File: src/rtl/hea_func_pack.sv
// Shared HEA datapath types and GF(2^8) multiply-by-constant helpers (AES polynomial 0x11B).
package hea_func_pack;

   typedef logic [127:0] hea_state_t;
   typedef logic [31:0]  hea_col_t;

   typedef enum logic {
      HEA_MC_FWD = 1'b0,
      HEA_MC_INV = 1'b1
   } hea_mc_mode_e;

   typedef enum logic [1:0] {
      HEA_MC_IDLE = 2'd0,
      HEA_MC_BUSY = 2'd1,
      HEA_MC_DONE = 2'd2
   } hea_mc_fsm_e;

   localparam int HEA_NUM_COLS = 4;

   function automatic logic [7:0] gfmul2(input logic [7:0] a);
      return {a[6:0], 1'b0} ^ (a[7] ? 8'h1b : 8'h00);
   endfunction

   function automatic logic [7:0] gfmul3(input logic [7:0] a);
      return gfmul2(a) ^ a;
   endfunction

   // The inverse coefficients are built from the x2/x4/x8 ladder of the input byte.
   function automatic logic [7:0] gfmul9(input logic [7:0] a);
      return gfmul2(gfmul2(gfmul2(a))) ^ a;
   endfunction

   function automatic logic [7:0] gfmul11(input logic [7:0] a);
      return gfmul2(gfmul2(gfmul2(a))) ^ gfmul2(a) ^ a;
   endfunction

   function automatic logic [7:0] gfmul13(input logic [7:0] a);
      return gfmul2(gfmul2(gfmul2(a))) ^ gfmul2(gfmul2(a)) ^ a;
   endfunction

   function automatic logic [7:0] gfmul14(input logic [7:0] a);
      return gfmul2(gfmul2(gfmul2(a))) ^ gfmul2(gfmul2(a)) ^ gfmul2(a);
   endfunction

endpackage

File: src/rtl/hea_mixcol_col.sv
// Combinational single-column MixColumns / InvMixColumns; row 0 is the column's top byte.
module hea_mixcol_col
   import hea_func_pack::*;
(
   input  logic [31:0] col_in,
   input  logic        mode,
   output logic [31:0] col_out
);

   logic [7:0] a0, a1, a2, a3;

   assign a0 = col_in[31:24];
   assign a1 = col_in[23:16];
   assign a2 = col_in[15:8];
   assign a3 = col_in[7:0];

   // Every output row uses the same circulant coefficients, applied to a rotated column.
   function automatic logic [7:0] mix_row(input logic [7:0] r0, input logic [7:0] r1,
                                          input logic [7:0] r2, input logic [7:0] r3,
                                          input logic       inv);
      if (inv)
         return gfmul14(r0) ^ gfmul11(r1) ^ gfmul13(r2) ^ gfmul9(r3);
      else
         return gfmul2(r0) ^ gfmul3(r1) ^ r2 ^ r3;
   endfunction

   assign col_out = {mix_row(a0, a1, a2, a3, mode),
                     mix_row(a1, a2, a3, a0, mode),
                     mix_row(a2, a3, a0, a1, mode),
                     mix_row(a3, a0, a1, a2, mode)};

endmodule

File: src/rtl/hea_mixcol_engine.sv
// Iterative MixColumns / InvMixColumns engine: accepts a state, mixes COLS_PER_CYCLE columns
// per clock in place, then holds the result until the consumer takes it.
module hea_mixcol_engine
   import hea_func_pack::*;
#(
   parameter int COLS_PER_CYCLE = 1
) (
   input  logic         clk,
   input  logic         rst_n,
   input  logic         in_valid,
   output logic         in_ready,
   input  logic         in_inv,
   input  logic [127:0] in_state,
   output logic         out_valid,
   input  logic         out_ready,
   output logic [127:0] out_state,
   output logic         busy
);

   if (!(COLS_PER_CYCLE == 1 || COLS_PER_CYCLE == 2 || COLS_PER_CYCLE == 4)) begin : g_bad_cols
      $error("hea_mixcol_engine: COLS_PER_CYCLE must be 1, 2 or 4");
   end

   // Counter step wraps to 0 when all four columns go in one cycle, which keeps col_cnt at 0.
   localparam logic [1:0] CNT_STEP = 2'(COLS_PER_CYCLE);
   localparam logic [1:0] CNT_LAST = 2'(HEA_NUM_COLS - COLS_PER_CYCLE);

   hea_mc_fsm_e  state;
   logic [1:0]   col_cnt;
   hea_state_t   work;
   hea_state_t   work_nxt;
   logic         mode;

   logic [1:0]   col_idx [COLS_PER_CYCLE];
   hea_col_t     col_src [COLS_PER_CYCLE];
   hea_col_t     col_mix [COLS_PER_CYCLE];

   assign in_ready  = (state == HEA_MC_IDLE) || ((state == HEA_MC_DONE) && out_ready);
   assign out_state = work;

   // Column c lives at bits [127-32c -: 32], i.e. word index 3-c, which is ~c for a 2-bit c.
   for (genvar g = 0; g < COLS_PER_CYCLE; g++) begin : g_col
      assign col_idx[g] = col_cnt + 2'(g);
      assign col_src[g] = work[{~col_idx[g], 5'd0} +: 32];

      hea_mixcol_col u_col (
         .col_in  (col_src[g]),
         .mode    (mode),
         .col_out (col_mix[g])
      );
   end

   always_comb begin
      work_nxt = work;
      for (int i = 0; i < COLS_PER_CYCLE; i++) begin
         work_nxt[{~col_idx[i], 5'd0} +: 32] = col_mix[i];
      end
   end

   always_ff @(posedge clk or negedge rst_n) begin
      if (!rst_n) begin
         state     <= HEA_MC_IDLE;
         col_cnt   <= 2'd0;
         work      <= '0;
         mode      <= HEA_MC_FWD;
         out_valid <= 1'b0;
         busy      <= 1'b0;
      end else begin
         case (state)
            HEA_MC_IDLE: begin
               if (in_valid) begin
                  state   <= HEA_MC_BUSY;
                  work    <= in_state;
                  mode    <= in_inv;
                  col_cnt <= 2'd0;
                  busy    <= 1'b1;
               end
            end
            HEA_MC_BUSY: begin
               work    <= work_nxt;
               col_cnt <= col_cnt + CNT_STEP;
               if (col_cnt == CNT_LAST) begin
                  state     <= HEA_MC_DONE;
                  out_valid <= 1'b1;
               end
            end
            HEA_MC_DONE: begin
               // The handoff edge can accept the next state directly, hiding the DONE cycle.
               if (out_ready) begin
                  out_valid <= 1'b0;
                  if (in_valid) begin
                     state   <= HEA_MC_BUSY;
                     work    <= in_state;
                     mode    <= in_inv;
                     col_cnt <= 2'd0;
                  end else begin
                     state <= HEA_MC_IDLE;
                     busy  <= 1'b0;
                  end
               end
            end
            default: begin
               state     <= HEA_MC_IDLE;
               out_valid <= 1'b0;
               busy      <= 1'b0;
            end
         endcase
      end
   end

endmodule

File: config.mk
export PLATFORM = sky130hd
export DESIGN_NAME = hea_mixcol_engine
export DESIGN_NICKNAME = d
export VERILOG_FILES = /design/src/rtl/hea_func_pack.sv /design/src/rtl/hea_mixcol_col.sv /design/src/rtl/hea_mixcol_engine.sv
export SDC_FILE = /design/constraint.sdc
export NUM_CORES = 1
export LEC_CHECK = 0
export ABC_AREA = 0
export CORE_UTILIZATION = 25
export CTS_CLUSTER_DIAMETER = 150
export DETAILED_ROUTE_END_ITERATION = 8
export PLACE_DENSITY = 0.53
export SLEW_MARGIN = 15
export SYNTH_ARGS = -nofsm -noshare
export SYNTH_HDL_FRONTEND = slang
export SYNTH_HIERARCHICAL = 1
export SYNTH_SLANG_ARGS = --single-unit
File: constraint.sdc
create_clock -name clk -period 8.27 [get_ports clk]
set_input_delay 0.827 -clock clk [delete_from_list [all_inputs] [get_ports clk]]
set_output_delay 0.827 -clock clk [all_outputs]
set_load 0.005 [all_outputs]
After elaboration in Yosys (flattened, before gate mapping)

Index checks and enable logic that the tools add are counted.

Register bits: 135
Bits in latches: 0
RAM bits: 0
ROM bits: 0
Input port bits: 133
Memories: 0

$add $sub $neg: 2
$mul: 0
Div/mod/pow operators: 0
Magnitude comparators: 0
Equal/unequal tests: 7
Shift-type cells: 3
Mux-type cells: 38
Bitwise logic cells: 67
Reductions and logical operators: 10

Operator list:

| kind                     | number |
|---|---|
| $xor 8x8->8              | 62 |
| $pmux 128 s3             | 1 |
| $mux 128                 | 2 |
| $bwmux 128               | 1 |
| $shift 32x9->128 const A | 1 |
| $shiftx 128x8->32        | 1 |
| $shiftx 32x9->128        | 1 |
| $mux 5                   | 12 |
| $mux 8                   | 4 |
| $xor 8x5->8              | 2 |
| $pmux 2 s3               | 2 |
| $mux 2                   | 5 |
| $neg 7->9                | 1 |
| $mux 1                   | 8 |
| $ne 2x2->1 const B       | 4 |
| $pmux 1 s3               | 2 |
| $reduce_and 3->1         | 2 |
| $eq 2x2->1 const B       | 2 |
| $reduce_and 2->1         | 2 |
| $reduce_and 4->1         | 1 |
| $reduce_bool 3->1        | 1 |
| $add 2x1->2 const B      | 1 |
| $eq 2x1->1 const B       | 1 |
| $logic_not 2->1          | 1 |
| 6 further kinds          | 7 |

Logic depth before layout (Yosys ltp)

Gate-level depths: netlist (run 1).

Depth after elaboration: 17
Depth in mapped cells: 13
Mapped depth without buffers: 10

Hierarchy

Netlist (run 1), hierarchy kept.

Modules (own cells, without submodules):

| module            | instances | cells each | area each (um2) | seq. area each (um2) |
|---|---|---|---|---|
| hea_mixcol_engine | 1         | 635        | 8145.3          | 3378.2 |
| hea_mixcol_col    | 1         | 282        | 2487.4          | 0.0 |

Least setup slack after synthesis (run 1)

OpenSTA, ideal clock, no wires.

Path kind: flip-flop to flip-flop
Start: register col_cnt[0]
End: register work[75], in the netlist out_state[75]
Setup time: 0.125 ns
Data arrival time: 3.679 ns
Data required time: 8.145 ns
Path slack: 4.466 ns
Cell stages (with the launch flop): 14
Clock period less this slack: 3.804 ns
Path through: dfrtp_1 -> buf_4 -> buf_2 -> mux4_2 -> buf_2 -> xnor3_1 -> xor2_1 -> xnor3_1 -> xnor2_1 -> a21oi_1 -> xor2_1 -> and3b_1 -> a22o_1 -> mux2_4

RTL lines:

| element                  | RTL line                | RTL |
|---|---|---|
| start: declaration       | hea_mixcol_engine.sv:29 | `logic [1:0] col_cnt;` |
| start signal: assignment | hea_mixcol_engine.sv:81 | `col_cnt <= col_cnt + CNT_STEP;` |
| end signal: assignment   | hea_mixcol_engine.sv:73 | `work <= in_state;` |
| end signal: assignment   | hea_mixcol_engine.sv:80 | `work <= work_nxt;` |
| end signal: assignment   | hea_mixcol_engine.sv:93 | `work <= in_state;` |
| end: declaration         | hea_mixcol_engine.sv:30 | `hea_state_t work;` |

==> results of run 1 <==
[kinds of logic after synthesis]
group / Yosys count / synth area share [%]
simple gates: 104 / 6.602
flops: 135 / 31.77
mux: 170 / 21.61
fa+ha+maj: 5 / 0.5884
xor+xnor: 220 / 20.66
buf+inv: 131 / 6.354
compound gates: 152 / 12.41
[per-layer routing]
metal	track usage [%]	vias to the layer above
met4	5.338	2
li1	-	3717
met5	0	-
met2	32.49	351
met1	26.16	4391
met3	5.132	45
[final timing paths]
| kind | from | endpoint | slack [ps] | depth (start not counted) |
|---|---|---|---|---|
| max in group asynchronous | rst_n | state[1]$_DFFE_PN0P_ | 6410 | 2 |
| worst min-delay path | rst_n | out_state[24]$_DFFE_PN0P_ | 440 | 1 |
| worst max-delay path | col_cnt[0]$_DFFE_PN0P_ | out_state[76]$_DFFE_PN0P_ | 3510 | 11 |
| worst min register to register | mode$_DFFE_PN0P_ | mode$_DFFE_PN0P_ | 530 | 1 |
| worst max register to register | col_cnt[0]$_DFFE_PN0P_ | out_state[76]$_DFFE_PN0P_ | 3510 | 11 |
| min in group clk | mode$_DFFE_PN0P_ | mode$_DFFE_PN0P_ | 530 | 1 |
[metrics by stage]
stage | util [%] | setup slack [ps]
after floorplan | - | 4466
after global placement | 32.31 | 3470
after detailed placement | 32.31 | 3490
after CTS | 33.76 | 3493
after global routing | 33.76 | 3142
final | 33.77 | 3513
[worst reg2reg max path: stages, from the launching register on]
cell and delay [ps]:
dfrtp_2 820, buf_4 550, mux4_2 710, xnor2_1 380, xor2_1 390, xnor3_1 480, xnor2_1 190, nand2_1 120
xnor2_1 280, and3b_1 260, a22o_1 190, mux2_2 260
[synth_stat cells, types with 2 or more instances]
cell      instances  area (sq um)
xnor2_1         153          1340
dfrtp_1         135          3378
mux2_2           73         822.0
a22o_1           63         551.8
xor2_1           45         394.1
mux2i_1          42         420.4
buf_2            37         185.2
inv_1            37         138.9
clkbuf_1         36         135.1
and3b_1          33         289.0
a32o_1           32         320.3
a32oi_1          32         280.3
and2_1           32         200.2
mux4_2           32         720.7
mux2_4           20         300.3
a21oi_1          15         75.07
nor2_1           14         52.55
nand2_1          12         45.04
xnor3_1          12         270.3
buf_6            10         112.6
buf_4             5         37.54
ha_1              5         62.56
nor2b_1           4         25.02
o21ai_0           4         20.02
xnor2_2           4         65.06
buf_8             3         45.04
mux2_1            3         33.78
o21ai_4           3         48.80
xor3_1            3         71.32
and4b_1           2         20.02
buf_1             2         7.510
nand2b_1          2         12.51
xor2_2            2         32.53
[flip-flops by register name, summed over array words and instances (netlist names)]
name       count
col_cnt        2
busy           1
state          2
out_valid      1
out_state    128
mode           1
[final cells by class]
type	instances	area, sq um
fill	4140	27780
multi-input combinational	651	6610
sequential	135	3383
timing repair buffer	278	2746
tap	539	674.4
clock buffer	23	457.9
clock inverter	9	148.9
inverter	37	138.9
antenna	2	5.005
[layout by cell type, fill, tap and decap left out, types with 2 or more instances in the layout]
cell type	n
clkdlybuf4s50_1	262
xnor2_1	153
dfrtp_1	131
mux2_2	73
a22o_1	63
xor2_1	45
mux2i_1	42
inv_1	37
mux4_2	32
a32o_1	32
and3b_1	32
and2_1	32
a32oi_1	32
mux2_4	20
clkbuf_16	17
a21oi_1	15
buf_4	15
nor2_1	14
nand2_1	12
xnor3_1	12
ha_1	5
clkbuf_1	5
nor2b_1	4
o21ai_4	4
o21ai_0	4
clkinv_2	4
bufinv_16	4
dfrtp_2	4
xnor2_2	4
mux2_1	3
xor3_1	3
diode_2	2
and4b_2	2
nand2b_1	2
xor2_2	2
==> metrics, run 1 <==
status=finished clean; final hold violations=0; vias per cell=between 5 and 6; Mapped Area=between 10000 and 15000 sq um; IO Port Bufs=approximately 260; Die Area=about 43000 sq um; Final setup viols=0; post_cts resized=0; initial antenna violation count=3; Synth async-reset ratio=between 90% and 100%; Distinct cells, synth=43; WL met2=between 20 and 25 mm; Layout Cells excl Fill=between 1.5k and 2k; wire length of the first global-routing pass=between 60 and 70 mm; clock buffer count from CTS=17; fin area=roughly 14000 sq um; WL/cell=about 26 um; TritonCTS clock tree=done; FP Rows=75; Final ANT Viol Nets=0; Synthesis Warnings=6; CTS Hold Buffers Added=0; crit path DAT=5080 ps; I/O pins=264; Critical Path, Cell by Cell=buf_4 > mux4_2 > xnor2_1 > xor2_1 > xnor3_1 > xnor2_1 > nand2_1 > xnor2_1 > and3b_1 > a22o_1 > mux2_2; setup bufs post-CTS=0; pin count of the biggest net entering global routing=79; Die Y=approximately 210 um; first drt pass iteration count=5; GP Congestion=0.9598; cell family with most CP delay=XOR/XNOR gates; Fin Setup TNS=0 ps; met3 wire length=around 2.7 mm; CP endpoint kind=register; Most Frequent Cell on Critical Path=xnor2_1; Clock Skews=~21 ps; worst skew pair latency=450 ps; DRT Wirelength=43.13 mm; cell count after synthesis=approximately 920; total core area=approximately 42000 sq um; timing-limited maximum frequency=210.2 MHz; Die Wd=208.2 um; root buf cell=clkbuf_16; synth-to-layout area growth=33.22%; slew margin rel.=30.00%; H-tree depth=4; DR iter-0 viols=approximately 540; Post-synth EDFFs=0; Startpoint Class=register; DRC=0; Post-DP Area=13550 sq um; syn avg cell area=roughly 12 sq um; Slew Viols, Final=0; worst min path class=input port to asynchronous set/reset pin; Worst path max stage delay=between 800 and 900 ps; wire length on met1=~19 mm; WP buf/inv=1; grt ovf=0; Hold WS=about 440 ps; CTS Buffer Depth=2; Initial Utilization=25.35%; critical path required time=between 8000 and 9000 ps; Post-Syn Nets=approximately 1.1k; minimum clock period=around 4800 ps; Reg clk slew, reported paths=60 ps; worst-path maximum fanout=24; vias in the first global route=roughly 9k; via count=8506; top_reg_cell synth=dfrtp_1; layout cells sized above 1=about 17%; Slowest-stage cell, CP=dfrtp_2; DPL Wire Length=31.25 mm; max-cap violations=0; fin crit share=57.52%; placed insts=~1.6k; synthesis-stage register bit count=between 100 and 150; top routing layer in use=met5; Worst-Margin Slew=around 1000 ps; Clock Sink Count=135; kind of critical path=register to register; RSZ-0062 raised after global routing=no; GRT Overall Usage=19.97%; final net count=1258; Seq/Total Area, Yosys=about a third
Power of run 1 is not shown: default switching activity piles up to over one toggle a cycle in this logic, so the estimate is an artifact.
==> run 2: changes to the inputs <==
--- a/config.mk
+++ b/config.mk
@@ -9,7 +9,7 @@
 export CORE_UTILIZATION = 25
 export CTS_CLUSTER_DIAMETER = 150
 export DETAILED_ROUTE_END_ITERATION = 8
-export PLACE_DENSITY = 0.53
+export PLACE_DENSITY = 0.55
 export SLEW_MARGIN = 15
 export SYNTH_ARGS = -nofsm -noshare
 export SYNTH_HDL_FRONTEND = slang
==> constraint.sdc (replaced) <==
create_clock -name clk -period 4.21 [get_ports clk]
set_input_delay 0.421 -clock clk [delete_from_list [all_inputs] [get_ports clk]]
set_output_delay 0.421 -clock clk [all_outputs]
set_load 0.005 [all_outputs]
==> run 2 against run 1 <==
  * Worst hold slack got worse by 400 ps
  * Die area did not move
  * Cell area rose by 1.9%
  * Count of clock-buffer cells in the layout fell by 5
  * Clock skew fell by 8.1 ps
  * Critical path type unchanged
==> metrics, run 2 (synthesized netlist as in run 1, its figures left out) <==
post_cts resized=0 (unchanged); worst-path maximum fanout=11 (-54%); r2r worst-path depth=12 (+1); H-tree depth=4 (unchanged); Worst path max stage delay=640 ps (-180 ps); most frequent cells in the layout=262 x clkdlybuf4s50_1, 153 x xnor2_1, 131 x dfrtp_1; Clock Skews=13.06 ps (-8.143 ps); RSZ-0062 raised after global routing=no; critical path required time=4540 ps (-4060 ps); total core area=41950 sq um (unchanged); timing-limited maximum frequency=256.0 MHz (+22%); placed insts=1666 (+1.6%); final net count=1284 (+2.1%); reg2reg end=out_state[66]$_DFFE_PN0P_; DRC=0 (unchanged); DPL Wire Length=31.14 mm (-0.34%); # fillers=4168 (+0.68%); root buf cell=clkbuf_16; fin area=14440 sq um (+1.9%); final hold violations=0 (unchanged); initial antenna violation count=2 (-1); kind of critical path=register to register; Final setup viols=0 (unchanged); most common cell after layout, fill and taps aside=clkdlybuf4s50_1; layout cells sized above 1=19.00% (+2.2 points); max-cap violations=0 (unchanged); Worst-Margin Slew=1149 ps (+99.28 ps); Layout Cells excl Fill=1699 (+1.5%); WP buf/inv=2 (+1); cell family with most CP delay=XOR/XNOR gates; GP Congestion=0.9330 (-2.8%); status=finished clean; Slowest-stage cell, CP=mux4_2; Die Area=43360 sq um (unchanged); Slew Viols, Final=0 (unchanged); vias in the first global route=8980 (+1.7%); DRT Wirelength=42.58 mm (-1.3%); pin count of the biggest net entering global routing=81 (+2.5%); Die Y=208.2 um (unchanged); Die Wd=208.2 um (unchanged); first drt pass iteration count=5 (unchanged); GRT Overall Usage=19.91% (-0.063 points); WL/cell=25.06 um (-2.7%); via count=8460 (-0.54%); Fin Setup TNS=0 ps (unchanged); reg2reg start=col_cnt[0]$_DFFE_PN0P_; FP Rows=75 (unchanged); wire length of the first global-routing pass=62.95 mm (about the same); max reg flops=128 (unchanged); I/O pins=264 (unchanged); Most Frequent Cell on Critical Path=xnor2_1; vias per cell=4.979 (-2.0%); worst min path class=input port to asynchronous set/reset pin; grt ovf=0 (unchanged); synth-to-layout area growth=35.77%; slew margin rel.=23.39% (-6.6 points); CP endpoint kind=register; CTS Hold Buffers Added=0 (unchanged); clock buffer count from CTS=17 (unchanged); IO Port Bufs=263 (unchanged); worst skew pair latency=450 ps (about the same); Final ANT Viol Nets=0 (unchanged); Clock Sink Count=135 (unchanged); TritonCTS clock tree=done; setup bufs post-CTS=0 (unchanged); Initial Utilization=25.35% (unchanged); R2R setup slack=300 ps (-3210 ps); Critical Path, Cell by Cell=buf_12 > mux4_2 > xor2_2 > xnor2_1 > xnor3_1 > xnor2_1 > a21oi_1 > xnor2_1 > buf_4 > and3b_1 > a22o_1 > mux2_4; Post-DP Area=13840 sq um (+2.1%); Reg clk slew, reported paths=60 ps (about the same); minimum clock period=3907 ps (-850.4 ps); DR iter-0 viols=500 (-7.6%); CTS Buffer Depth=2 (unchanged); Final Util=34.42% (+0.65 points); crit path DAT=4230 ps (-850 ps); fin crit share=92.80% (+35 points); Startpoint Class=register
[run 2: cell types whose count changed in the layout (fill, tap and decap cells not counted)]
cell | previous run | this run
buf_12 | 0 | 7
buf_4 | 15 | 34
clkinvlp_4 | 0 | 5
clkbuf_1 | 5 | 0
bufinv_16 | 4 | 3
[run 2: how the worst max path moves through the flow]
stage,from,to,slack (ps),cells past startpoint
finish,col_cnt[0]$_DFFE_PN0P_,out_state[66]$_DFFE_PN0P_,300,12
CTS,col_cnt[0]$_DFFE_PN0P_,out_state[66]$_DFFE_PN0P_,330,12
global route,col_cnt[0]$_DFFE_PN0P_,out_state[66]$_DFFE_PN0P_,150,12
floorplan,col_cnt[0]$_DFFE_PN0P_,out_state[75]$_DFFE_PN0P_,410,13
global placement,col_cnt[0]$_DFFE_PN0P_,out_state[75]$_DFFE_PN0P_,310,11
detailed placement,col_cnt[0]$_DFFE_PN0P_,out_state[66]$_DFFE_PN0P_,350,12
[run 2: cell type report]
cell class | count | area (sq um) | share of cell area, %
antenna | 2 | 5.005 | 0.03467
clock buffer | 18 | 439.2 | 3.042
clock inverter | 13 | 156.4 | 1.083
multi-input combinational | 651 | 6610 | 45.79
timing repair buffer | 304 | 3029 | 20.98
inverter | 37 | 138.9 | 0.9620
sequential | 135 | 3383 | 23.44
tap | 539 | 674.4 | 4.672
[run 2: per-layer routing]
| layer | vias to the layer above | track usage, % | share of wire (%) |
|---|---|---|---|
| met5 | - | 0 | 0.026 |
| met4 | 2 | 5.313 | 1.8 |
| met1 | 4317 | 27.46 | 46 |
| met3 | 38 | 4.106 | 5.2 |
| met2 | 319 | 31.47 | 47 |
| li1 | 3784 | - | - |
[run 2: worst reg2reg max path: cells and delay by family, from the launching register on]
| kind | cells | cell delay, ps |
|---|---|---|
| AOI/OAI and AO/OA | 2 | 470 |
| xor gates and xnor gates | 5 | 1470 |
| buffers and inverters | 2 | 350 |
| DFF | 1 | 410 |
| muxes | 2 | 910 |
| and+or+nand+nor | 1 | 200 |
[run 2: metrics by stage]
step                      hold WS, ps  worst slack (ps)
final                           41.15             303.3
after floorplan                 125.4             406.1
after CTS                       64.04             325.4
after global placement          504.8             313.8
after global routing            97.14             147.8
after detailed placement        505.3             348.1
Power of run 2 is left out for the same reason.
